==> config.mk <==
export PLATFORM = sky130hd
export DESIGN_NAME = mem_poke_flat
export DESIGN_NICKNAME = d
export VERILOG_FILES = /design/src/rtl/mem_poke_if.sv /design/src/rtl/mem_poke.sv /design/src/flat_wrapper.sv
export SDC_FILE = /design/constraint.sdc
export NUM_CORES = 1
export LEC_CHECK = 0
export ABC_AREA = 1
export CAP_MARGIN = 20
export CELL_PAD_IN_SITES_DETAIL_PLACEMENT = 0
export CELL_PAD_IN_SITES_GLOBAL_PLACEMENT = 1
export CORE_MARGIN = 2
export CORE_UTILIZATION = 39
export DETAILED_ROUTE_END_ITERATION = 16
export PLACE_DENSITY = 0.89
export SKIP_CTS_REPAIR_TIMING = 1
export SYNTH_ARGS = -nofsm -noshare
export SYNTH_HDL_FRONTEND = slang
export SYNTH_SLANG_ARGS = --single-unit
export TNS_END_PERCENT = 50
==> constraint.sdc <==
create_clock -name clk -period 7.15 [get_ports clk]
set_input_delay 1.43 -clock clk [delete_from_list [all_inputs] [get_ports clk]]
set_output_delay 1.43 -clock clk [all_outputs]
set_load 0.005 [all_outputs]
==> src/rtl/mem_poke_if.sv <==
// Request/acknowledge port to a 128-bit word memory, as seen by the mem_poke editor.
// The master drives address, requests and write data; the slave answers with valid/ack.
interface mem_poke_if;
   logic [14:0]  mem_address;
   logic         mem_rd_req;
   logic         mem_rd_valid;
   logic [127:0] mem_rd_data;
   logic         mem_wr_req;
   logic [127:0] mem_wr_data;
   logic         mem_wr_ack;

   modport master (
      output mem_address, mem_rd_req, mem_wr_req, mem_wr_data,
      input  mem_rd_valid, mem_rd_data, mem_wr_ack
   );

   modport slave (
      input  mem_address, mem_rd_req, mem_wr_req, mem_wr_data,
      output mem_rd_valid, mem_rd_data, mem_wr_ack
   );
endinterface

==> src/rtl/mem_poke.sv <==
// Button-driven editor for one 128-bit memory word: fetch, nibble edit, commit back.
// Optional handshake timeout with sticky err flag is enabled by defining MEM_POKE_TIMEOUT_EN.
module mem_poke #(
   parameter int unsigned DEBOUNCE_CYCLES = 1000000
`ifdef MEM_POKE_TIMEOUT_EN
   , parameter int unsigned TIMEOUT_CYCLES = 4096
`endif
) (
   input  logic             clk,
   input  logic             rst,
   input  logic [3:0]       buttons,
   output logic [3:0]       output_led,
   output logic             busy,
   output logic             err,
   mem_poke_if.master       mem
);

   localparam int DBW = (DEBOUNCE_CYCLES < 1) ? 1 : $clog2(DEBOUNCE_CYCLES + 1);
   localparam logic [DBW-1:0] DB_LOAD = DBW'(DEBOUNCE_CYCLES);

   typedef enum logic [2:0] {
      ST_RD_REQ,
      ST_RD_WAIT,
      ST_EDIT,
      ST_WR_REQ,
      ST_WR_WAIT
   } state_t;

   logic [3:0]     meta_q, meta_d, sync_q, sync_d, level_q, level_d;
   logic [DBW-1:0] lock_q [4];
   logic [DBW-1:0] lock_d [4];
   logic [3:0]     pulse;

   state_t         state_q, state_d;
   logic [14:0]    mem_address_q, mem_address_d;
   logic [4:0]     sel_q, sel_d;
   logic [127:0]   edit_buf_q, edit_buf_d;
   logic           rd_req_q, rd_req_d;
   logic           wr_req_q, wr_req_d;
   logic           busy_q, busy_d;

`ifdef MEM_POKE_TIMEOUT_EN
   localparam int TW = (TIMEOUT_CYCLES < 2) ? 1 : $clog2(TIMEOUT_CYCLES + 1);
   localparam logic [TW-1:0] T_LAST = TW'(TIMEOUT_CYCLES - 1);
   logic [TW-1:0]  timer_q, timer_d;
   logic           err_q, err_d;
`endif

   // Level changes are accepted only once the lockout has expired; only the press edge pulses.
   always_comb begin
      meta_d  = buttons;
      sync_d  = meta_q;
      level_d = level_q;
      pulse   = '0;
      for (int i = 0; i < 4; i++) begin
         lock_d[i] = lock_q[i];
         if (lock_q[i] != '0) begin
            lock_d[i] = lock_q[i] - DBW'(1);
         end else if (sync_q[i] != level_q[i]) begin
            level_d[i] = sync_q[i];
            lock_d[i]  = DB_LOAD;
            pulse[i]   = sync_q[i];
         end
      end
   end

   always_comb begin
      state_d       = state_q;
      mem_address_d = mem_address_q;
      sel_d         = sel_q;
      edit_buf_d    = edit_buf_q;
      rd_req_d      = rd_req_q;
      wr_req_d      = wr_req_q;
`ifdef MEM_POKE_TIMEOUT_EN
      timer_d       = '0;
      err_d         = err_q;
`endif
      case (state_q)
         ST_RD_REQ: begin
            rd_req_d = 1'b1;
            state_d  = ST_RD_WAIT;
         end
         ST_RD_WAIT: begin
            if (mem.mem_rd_valid) begin
               edit_buf_d = mem.mem_rd_data;
               rd_req_d   = 1'b0;
               state_d    = ST_EDIT;
`ifdef MEM_POKE_TIMEOUT_EN
               err_d      = 1'b0;
            end else if (timer_q == T_LAST) begin
               rd_req_d   = 1'b0;
               err_d      = 1'b1;
               state_d    = ST_EDIT;
            end else begin
               timer_d    = timer_q + TW'(1);
`endif
            end
         end
         ST_EDIT: begin
            // Highest-numbered pulse wins; the rest of that cycle's pulses are lost.
            if (pulse[3]) begin
               state_d = ST_WR_REQ;
            end else if (pulse[2]) begin
               mem_address_d = mem_address_q + 15'd1;
               state_d       = ST_RD_REQ;
            end else if (pulse[1]) begin
               sel_d = sel_q + 5'd1;
            end else if (pulse[0]) begin
               edit_buf_d[{sel_q, 2'b00} +: 4] = edit_buf_q[{sel_q, 2'b00} +: 4] + 4'd1;
            end
         end
         ST_WR_REQ: begin
            wr_req_d = 1'b1;
            state_d  = ST_WR_WAIT;
         end
         ST_WR_WAIT: begin
            if (mem.mem_wr_ack) begin
               wr_req_d = 1'b0;
               state_d  = ST_EDIT;
`ifdef MEM_POKE_TIMEOUT_EN
               err_d    = 1'b0;
            end else if (timer_q == T_LAST) begin
               wr_req_d = 1'b0;
               err_d    = 1'b1;
               state_d  = ST_EDIT;
            end else begin
               timer_d  = timer_q + TW'(1);
`endif
            end
         end
         default: begin
            state_d = ST_RD_REQ;
         end
      endcase
      busy_d = (state_d != ST_EDIT);
   end

   // busy is registered so it reads 0 on the reset edge even though the FSM restarts busy.
   always_ff @(posedge clk) begin
      if (rst) begin
         meta_q        <= '0;
         sync_q        <= '0;
         level_q       <= '0;
         for (int i = 0; i < 4; i++) begin
            lock_q[i] <= '0;
         end
         state_q       <= ST_RD_REQ;
         mem_address_q <= '0;
         sel_q         <= '0;
         edit_buf_q    <= '0;
         rd_req_q      <= 1'b0;
         wr_req_q      <= 1'b0;
         busy_q        <= 1'b0;
`ifdef MEM_POKE_TIMEOUT_EN
         timer_q       <= '0;
         err_q         <= 1'b0;
`endif
      end else begin
         meta_q        <= meta_d;
         sync_q        <= sync_d;
         level_q       <= level_d;
         for (int i = 0; i < 4; i++) begin
            lock_q[i] <= lock_d[i];
         end
         state_q       <= state_d;
         mem_address_q <= mem_address_d;
         sel_q         <= sel_d;
         edit_buf_q    <= edit_buf_d;
         rd_req_q      <= rd_req_d;
         wr_req_q      <= wr_req_d;
         busy_q        <= busy_d;
`ifdef MEM_POKE_TIMEOUT_EN
         timer_q       <= timer_d;
         err_q         <= err_d;
`endif
      end
   end

   assign output_led      = edit_buf_q[{sel_q, 2'b00} +: 4];
   assign busy            = busy_q;
   assign mem.mem_address = mem_address_q;
   assign mem.mem_rd_req  = rd_req_q;
   assign mem.mem_wr_req  = wr_req_q;
   assign mem.mem_wr_data = edit_buf_q;
`ifdef MEM_POKE_TIMEOUT_EN
   assign err = err_q;
`else
   assign err = 1'b0;
`endif

endmodule

==> src/flat_wrapper.sv <==
// flat-port wrapper written by rule: the top's interface ports become plain ports
module mem_poke_flat 
#(
   parameter int unsigned DEBOUNCE_CYCLES = 1000000

)
  (clk, rst, buttons, output_led, busy, err, mem_mem_address, mem_mem_rd_req, mem_mem_wr_req, mem_mem_wr_data, mem_mem_rd_valid, mem_mem_rd_data, mem_mem_wr_ack);
  mem_poke_if mem_i ();
  input  logic clk;
  input  logic rst;
  input  logic [3:0] buttons;
  output logic [3:0] output_led;
  output logic busy;
  output logic err;
  output wire logic [$bits(mem_i.mem_address)-1:0] mem_mem_address;
  output wire logic [$bits(mem_i.mem_rd_req)-1:0] mem_mem_rd_req;
  output wire logic [$bits(mem_i.mem_wr_req)-1:0] mem_mem_wr_req;
  output wire logic [$bits(mem_i.mem_wr_data)-1:0] mem_mem_wr_data;
  input wire logic [$bits(mem_i.mem_rd_valid)-1:0] mem_mem_rd_valid;
  input wire logic [$bits(mem_i.mem_rd_data)-1:0] mem_mem_rd_data;
  input wire logic [$bits(mem_i.mem_wr_ack)-1:0] mem_mem_wr_ack;
  assign mem_mem_address = mem_i.mem_address;
  assign mem_mem_rd_req = mem_i.mem_rd_req;
  assign mem_mem_wr_req = mem_i.mem_wr_req;
  assign mem_mem_wr_data = mem_i.mem_wr_data;
  assign mem_i.mem_rd_valid = mem_mem_rd_valid;
  assign mem_i.mem_rd_data = mem_mem_rd_data;
  assign mem_i.mem_wr_ack = mem_mem_wr_ack;
  mem_poke #(.DEBOUNCE_CYCLES(DEBOUNCE_CYCLES)) u_core (.clk(clk), .rst(rst), .buttons(buttons), .output_led(output_led), .busy(busy), .err(err), .mem(mem_i));
endmodule
# Yosys cells after proc, flatten, opt, wreduce, memory -nomap -nowiden
# Memory sizes are Yosys's and may differ from the RTL's.
# Cells that the tools add are included.
[totals]
reg_bits = 166
mem_bits_rw = 80
inputBits = 136
output_inout_bits = 151
word_cells = 106
mem_count = 1
[op_classes]
addsub = 8
eq_ne = 15
n_shift = 3
n_mux = 39
bitwise_logic = 10
reduce_logical = 17
[mem_list]
columns = ["name", "words", "word_bits", "read_ports", "rd_clocked_by_memory_dff", "wr", "line_no", "text"]
rows = [
  ["u_core.lock_q", 4, 20, 4, 0, 4, "mem_poke.sv:30", "logic [DBW-1:0] lock_q [4];"],
]
[ops]
columns = ["cell", "n"]
rows = [
  ["2-to-1 mux 128 bit", 5],
  ["one-hot mux 128 bit (2 select lines)", 1],
  ["2-to-1 mux 20 bit", 12],
  ["bitwise mux 128 bit", 1],
  ["variable shift 4 x 9 -> 128 bit (first input constant)", 1],
  ["indexed part select 128 x 8 -> 4 bit", 1],
  ["indexed part select 4 x 9 -> 128 bit", 1],
  ["nonzero test 20 bit", 4],
  ["subtractor 20 x 1 -> 20 bit (second input constant)", 4],
  ["adder 15 x 1 -> 15 bit (second input constant)", 1],
  ["one-hot mux 3 bit (5 select lines)", 1],
  ["2-to-1 mux 1 bit", 13],
  ["2-to-1 mux 3 bit", 4],
  ["AND reduction 2 bit", 6],
  ["inequality test 2 bit (second input constant)", 5],
  ["negator 7 -> 9 bit", 1],
  ["== test 3 x 2 -> 1 bit (second input constant)", 2],
  ["NOT 1 bit", 6],
  ["AND reduction 6 bit", 1],
  ["nonzero test 2 bit", 3],
  ["adder 5 x 1 -> 5 bit (second input constant)", 1],
  ["adder 4 x 1 -> 4 bit (second input constant)", 1],
  ["inequality test 1 bit", 4],
  ["bitwise OR 1 bit", 4],
  ["other kinds (8)", 9],
]

# Longest topological paths before layout
[depth]
word_depth = 9
ltp_mapped = 18

# Worst setup path before layout
# Ideal clock, no wire load.
[synth_timing]
path_kind = "register to output"
startpoint = "reg u_core.sel_q[1]"
endpoint = "out output_led[3]"
arrival_time_ps = 1268
slack_ps = 4452
path_stages_with_launch = 10
path_buffers = 3
path_cell_list = "dfxtp_1 buf_4 inv_2 buf_6 buf_2 nand3_1 nand2_1 a21oi_1 nand3_1 nand2_1"
[synth_via]
elab_chain_cells = 1
[synth_lines]
columns = ["element", "line_no", "text"]
rows = [
  ["from (decl)", "mem_poke.sv:36", "logic [4:0] sel_q, sel_d;"],
  ["from (signal assigned)", "mem_poke.sv:167", "sel_q <= sel_d;"],
  ["indexed part select 128 x 8 -> 4 bit", "mem_poke.sv:179", "assign output_led = edit_buf_q[{sel_q, 2'b00} +: 4];"],
  ["to (decl)", "flat_wrapper.sv:12", "output logic [3:0] output_led;"],
]
# No other way between the ends.

# Final worst setup path
[layout_timing]
startpoint = "reg u_core.sel_q[1]"
endpoint = "reg u_core.edit_buf_q[119] (netlist: u_core.mem.mem_wr_data[119])"
[layout_via]
elab_chain_cells = 9
word_cells_on_any_way = 11
classes_between = "2 x add/sub; 3 x shift; 6 x mux"
[layout_lines]
columns = ["element", "line_no", "text"]
rows = [
  ["indexed part select 128 x 8 -> 4 bit", "mem_poke.sv:109", "edit_buf_d[{sel_q, 2'b00} +: 4] = edit_buf_q[{sel_q, 2'b00} +: 4] + 4'd1;"],
  ["adder 4 x 1 -> 4 bit", "mem_poke.sv:109", ""],
  ["indexed part select 4 x 9 -> 128 bit", "mem_poke.sv:109", ""],
  ["bitwise mux 128 bit (*)", "mem_poke.sv:109", ""],
  ["2-to-1 mux 128 bit (*)", "mem_poke.sv:108", "end else if (pulse[0]) begin"],
  ["2-to-1 mux 128 bit (*)", "mem_poke.sv:106", "end else if (pulse[1]) begin"],
  ["2-to-1 mux 128 bit (*)", "mem_poke.sv:103", "end else if (pulse[2]) begin"],
  ["2-to-1 mux 128 bit (*)", "mem_poke.sv:101", "if (pulse[3]) begin"],
  ["one-hot mux 128 bit (2 select lines) (*)", "mem_poke.sv:78", "case (state_q)"],
  ["to (signal assigned)", "mem_poke.sv:168", "edit_buf_q <= edit_buf_d;"],
  ["to (decl)", "mem_poke.sv:37", "logic [127:0] edit_buf_q, edit_buf_d;"],
]
# Mark *: on every way between the ends. The rest lies on a longest branch, timed or not. The select of a mux whose other input is x is not followed.
# A chain may end at the register's enable or synchronous reset.

==> metrics.md <==
| Metric | Value |
|---|---|
| Vias in the first global route | `~15k` |
| Num Clock Sinks | `246` |
| Die X | `194 µm` |
| Slew Limit Fails | `0` |
| Comb pwr share | `31.7%` |
| Initial DRC count | `1,074` |
| Post-DP HPWL | `roughly 41,000 µm` |
| Initial antenna violation count | `0` |
| Global route overflow | `0` |
| Period utilization | `64.6%` |
| H-tree levels | `1` |
| Remaining antenna violation count | `0` |
| Fillers | `3,624` |
| Cell variety after synth | `46` |
| Critical path class | `reg -> reg` |
| Maximum clock path buffer count | `3` |
| Worst Max-Slew Pin Slew | `between 0.9 and 1 ns` |
| Reg2reg setup slack | `~2.5 ns` |
| Tmin final | `~4.6 ns` |
| CTS Root Buffer Type | `clkbuf_16` |
| Via count | `15.7k` |
| DRT Pass-1 Iters | `8` |
| Sw frac | `35.8%` |
| Max Cap Viol | `0` |
| Slew headroom | `39.7%` |
| Peak supply drop | `0.000210 V` |
| Most common cell after layout, fill and taps aside | `nand2_1` |
| ANT cells | `0` |
| Largest net degree at the start of global routing | `96` |
| PortBufs | `285` |
| CP Capture Type | `flip-flop` |
| Final setup TNS | `0 ns` |
| Pwr Density | `roughly 280 nW/µm²` |
| Core Area | `35,500 µm²` |
| Commonest cells after routing, fill and taps aside | `nand2_1 (439), inv_1 (295), nor2_1 (287), clkdlybuf4s50_1 (284), dfxtp_1 (245)` |
| Post-Place Cell Area | `around 17,000 µm²` |
| RSZ-0062 raised after global routing | `no` |
| Post-synthesis sequential area ratio | `35.1%` |
| Vias per inst | `5.37` |
| Global-route wire length before repair | `83,800 µm` |
| Setup ws final | `2.53 ns` |
| Area Overhead vs Synth | `29.5%` |
| Starting Density | `between 30% and 40%` |
| Layout Skew | `0.0163 ns` |
| Tot Pwr | `~5100 µW` |
| Status | `finished clean` |
| Hold Crit Depth | `2` |
| GP Congestion | `0.929` |
| Slowest stage cell, crit path | `nand2_1` |
| Internal Pwr Total | `3290 µW` |
| Hold Fails Final Rpt | `0` |
| Synth area leader | `dfxtp_1` |
| Worst skew pair latency | `0.58 ns` |
| Max Fclk | `217 MHz` |
| Most frequent cell on the critical path | `inv_1` |
| Sequential share of power | `36.6%` |
| Reg clk slew, reported paths | `0.06 ns` |
| Dpl ws | `2.67 ns` |
| CTS tree | `done` |
| Overall routing resource usage | `between 20 and 30%` |
| Clk pwr share | `31.7%` |
| Final instance area | `18,200 µm²` |
| Cells after synthesis | `2,203` |
| Full die area | `about 37,000 µm²` |
| Avg Synthesized Cell Area | `6.37 µm²` |
| Final net count | `around 2.6k` |
| Crit Path Max Fanout | `43` |
| Ratio of cells with drive above 1 in the final layout | `4.68%` |
| Nature of the critical path startpoint | `flip-flop` |
| CP Data Required Time | `7.61 ns` |
| Io pins | `~290` |
| Yosys top cell area share | `35.1%` |
| Critical path arrival | `5.07 ns` |
| Drt wl/cell | `18.7 µm` |
| Pleak | `roughly 0.0074 µW` |
| Syn_nets | `2,356` |
| Reg2Reg Depth | `15` |
| Setup violators final | `0` |
| Site Rows | `69` |
| Yosys reg bits | `246` |
| Final WL | `54,700 µm` |
| Crit path largest cell delay | `~0.64 ns` |
| YS warnings | `0` |
| DR DRC count | `0` |
| Worst path cell trace | `inv_2 -> ha_1 -> nand2_1 -> nor3_2 -> inv_1 -> nand2_1 -> inv_1 -> nor2_1 -> inv_1 -> nor2_1 -> inv_1 -> a21oi_2 -> inv_1 -> nor2_1 -> a21oi_1` |
| Num CTS Buffers | `29` |
| HP Class | `reg -> reg` |
| Hold Worst Slack | `0.405 ns` |
| Area contributors post-synth | `dfxtp_1 (35%), nand2_1 (12%), a21oi_1 (8.5%), inv_1 (8.0%), nor2_1 (7.7%)` |
| P_sw | `1840 µW` |
| Cell area after synthesis | `14,000 µm²` |
| Die Ht | `194 µm` |
[through the flow]
step	util, %	std cells
floorplan	-	2203
global placement	48.2	2866
detailed placement	48.2	2866
CTS	51.2	2918
global route	51.2	2918
finish	51.2	2918
[cell usage after synthesis, drive strengths merged]
cell    instances
nand2         450
inv           311
nor2          292
a21oi         251
dfxtp         246
o21ai         194
nand3         106
nor3           78
clkbuf         61
nand4          43
buf            34
a31oi          18
a32oi          17
ha             17
nor4           16
a22oi          15
a211oi         13
nor3b           7
xor2            7
xnor2           5
nand3b          4
o211ai          4
or2             3
and3            2
o21a            2
o311a           2
a311oi          1
clkinv          1
conb            1
o311ai          1
or4             1
[path summary, 6_finish.rpt]
kind                                                    from                                  endpoint
worst max-delay path            u_core.sel_q[1]$_SDFFE_PP0P_  u_core.mem.mem_wr_data[119]$_SDFFE_PP0P_
worst min-delay path             u_core.meta_q[2]$_SDFF_PP0_               u_core.sync_q[2]$_SDFF_PP0_
worst max register to register  u_core.sel_q[1]$_SDFFE_PP0P_  u_core.mem.mem_wr_data[119]$_SDFFE_PP0P_
worst min register to register   u_core.meta_q[2]$_SDFF_PP0_               u_core.sync_q[2]$_SDFF_PP0_
[power groups by stage]
stage / logic (µW) / registers, µW / clock network [µW]
after floorplan: 1100 / 1820 / 0
after global placement: 1590 / 1890 / 0
after detailed placement: 1620 / 1900 / 0
after CTS: 1630 / 1870 / 1650
after global routing: 1860 / 1910 / 1710
final: 1630 / 1870 / 1620
[cell families after synthesis]
kind of cell,Yosys count,share of synthesized area (%)
flops,246,35.1
simple gates,1002,30.3
compound gates,518,20.7
buf+inv,407,11.6
other cells,1,0.0267
fa+ha+maj,17,1.52
xor+xnor,12,0.750
[final cells by class]
type	count	area [µm²]	area share, %
clock buffer	39	833	4.59
timing repair buffer	297	2940	16.2
sequential	246	4930	27.1
multi-input combinational	1550	7490	41.2
tap	461	577	3.18
clock inverter	13	218	1.20
inverter	312	1180	6.49
[sequential cells by signal, summed over array words and instances (netlist names), 3 cells and up]
name,count
u_core.sync_q,4
u_core.level_q,4
u_core.mem.mem_wr_data,128
u_core.lock_q,80
u_core.state_q,3
u_core.mem.mem_address,15
u_core.meta_q,4
u_core.sel_q,5
[per-layer routing]
layer / global-route usage [%] / part of all wire, % / vias up
li1: - / - / 7711
met1: 34.6 / 41 / 7250
met2: 48.2 / 48 / 615
met3: 4.61 / 7.3 / 106
met4: 10.8 / 4.3 / 0
met5: 0 / 0 / -
[worst max-delay path: cells and delay by family, from the launching register on]
kind,cells,cell delay (ns)
buf+inv,6,1.69
flops,1,0.32
fa+ha+maj,1,0.34
compound gates,2,0.34
simple gates,6,1.82
Note: power is estimated with default switching activity, not from simulation.
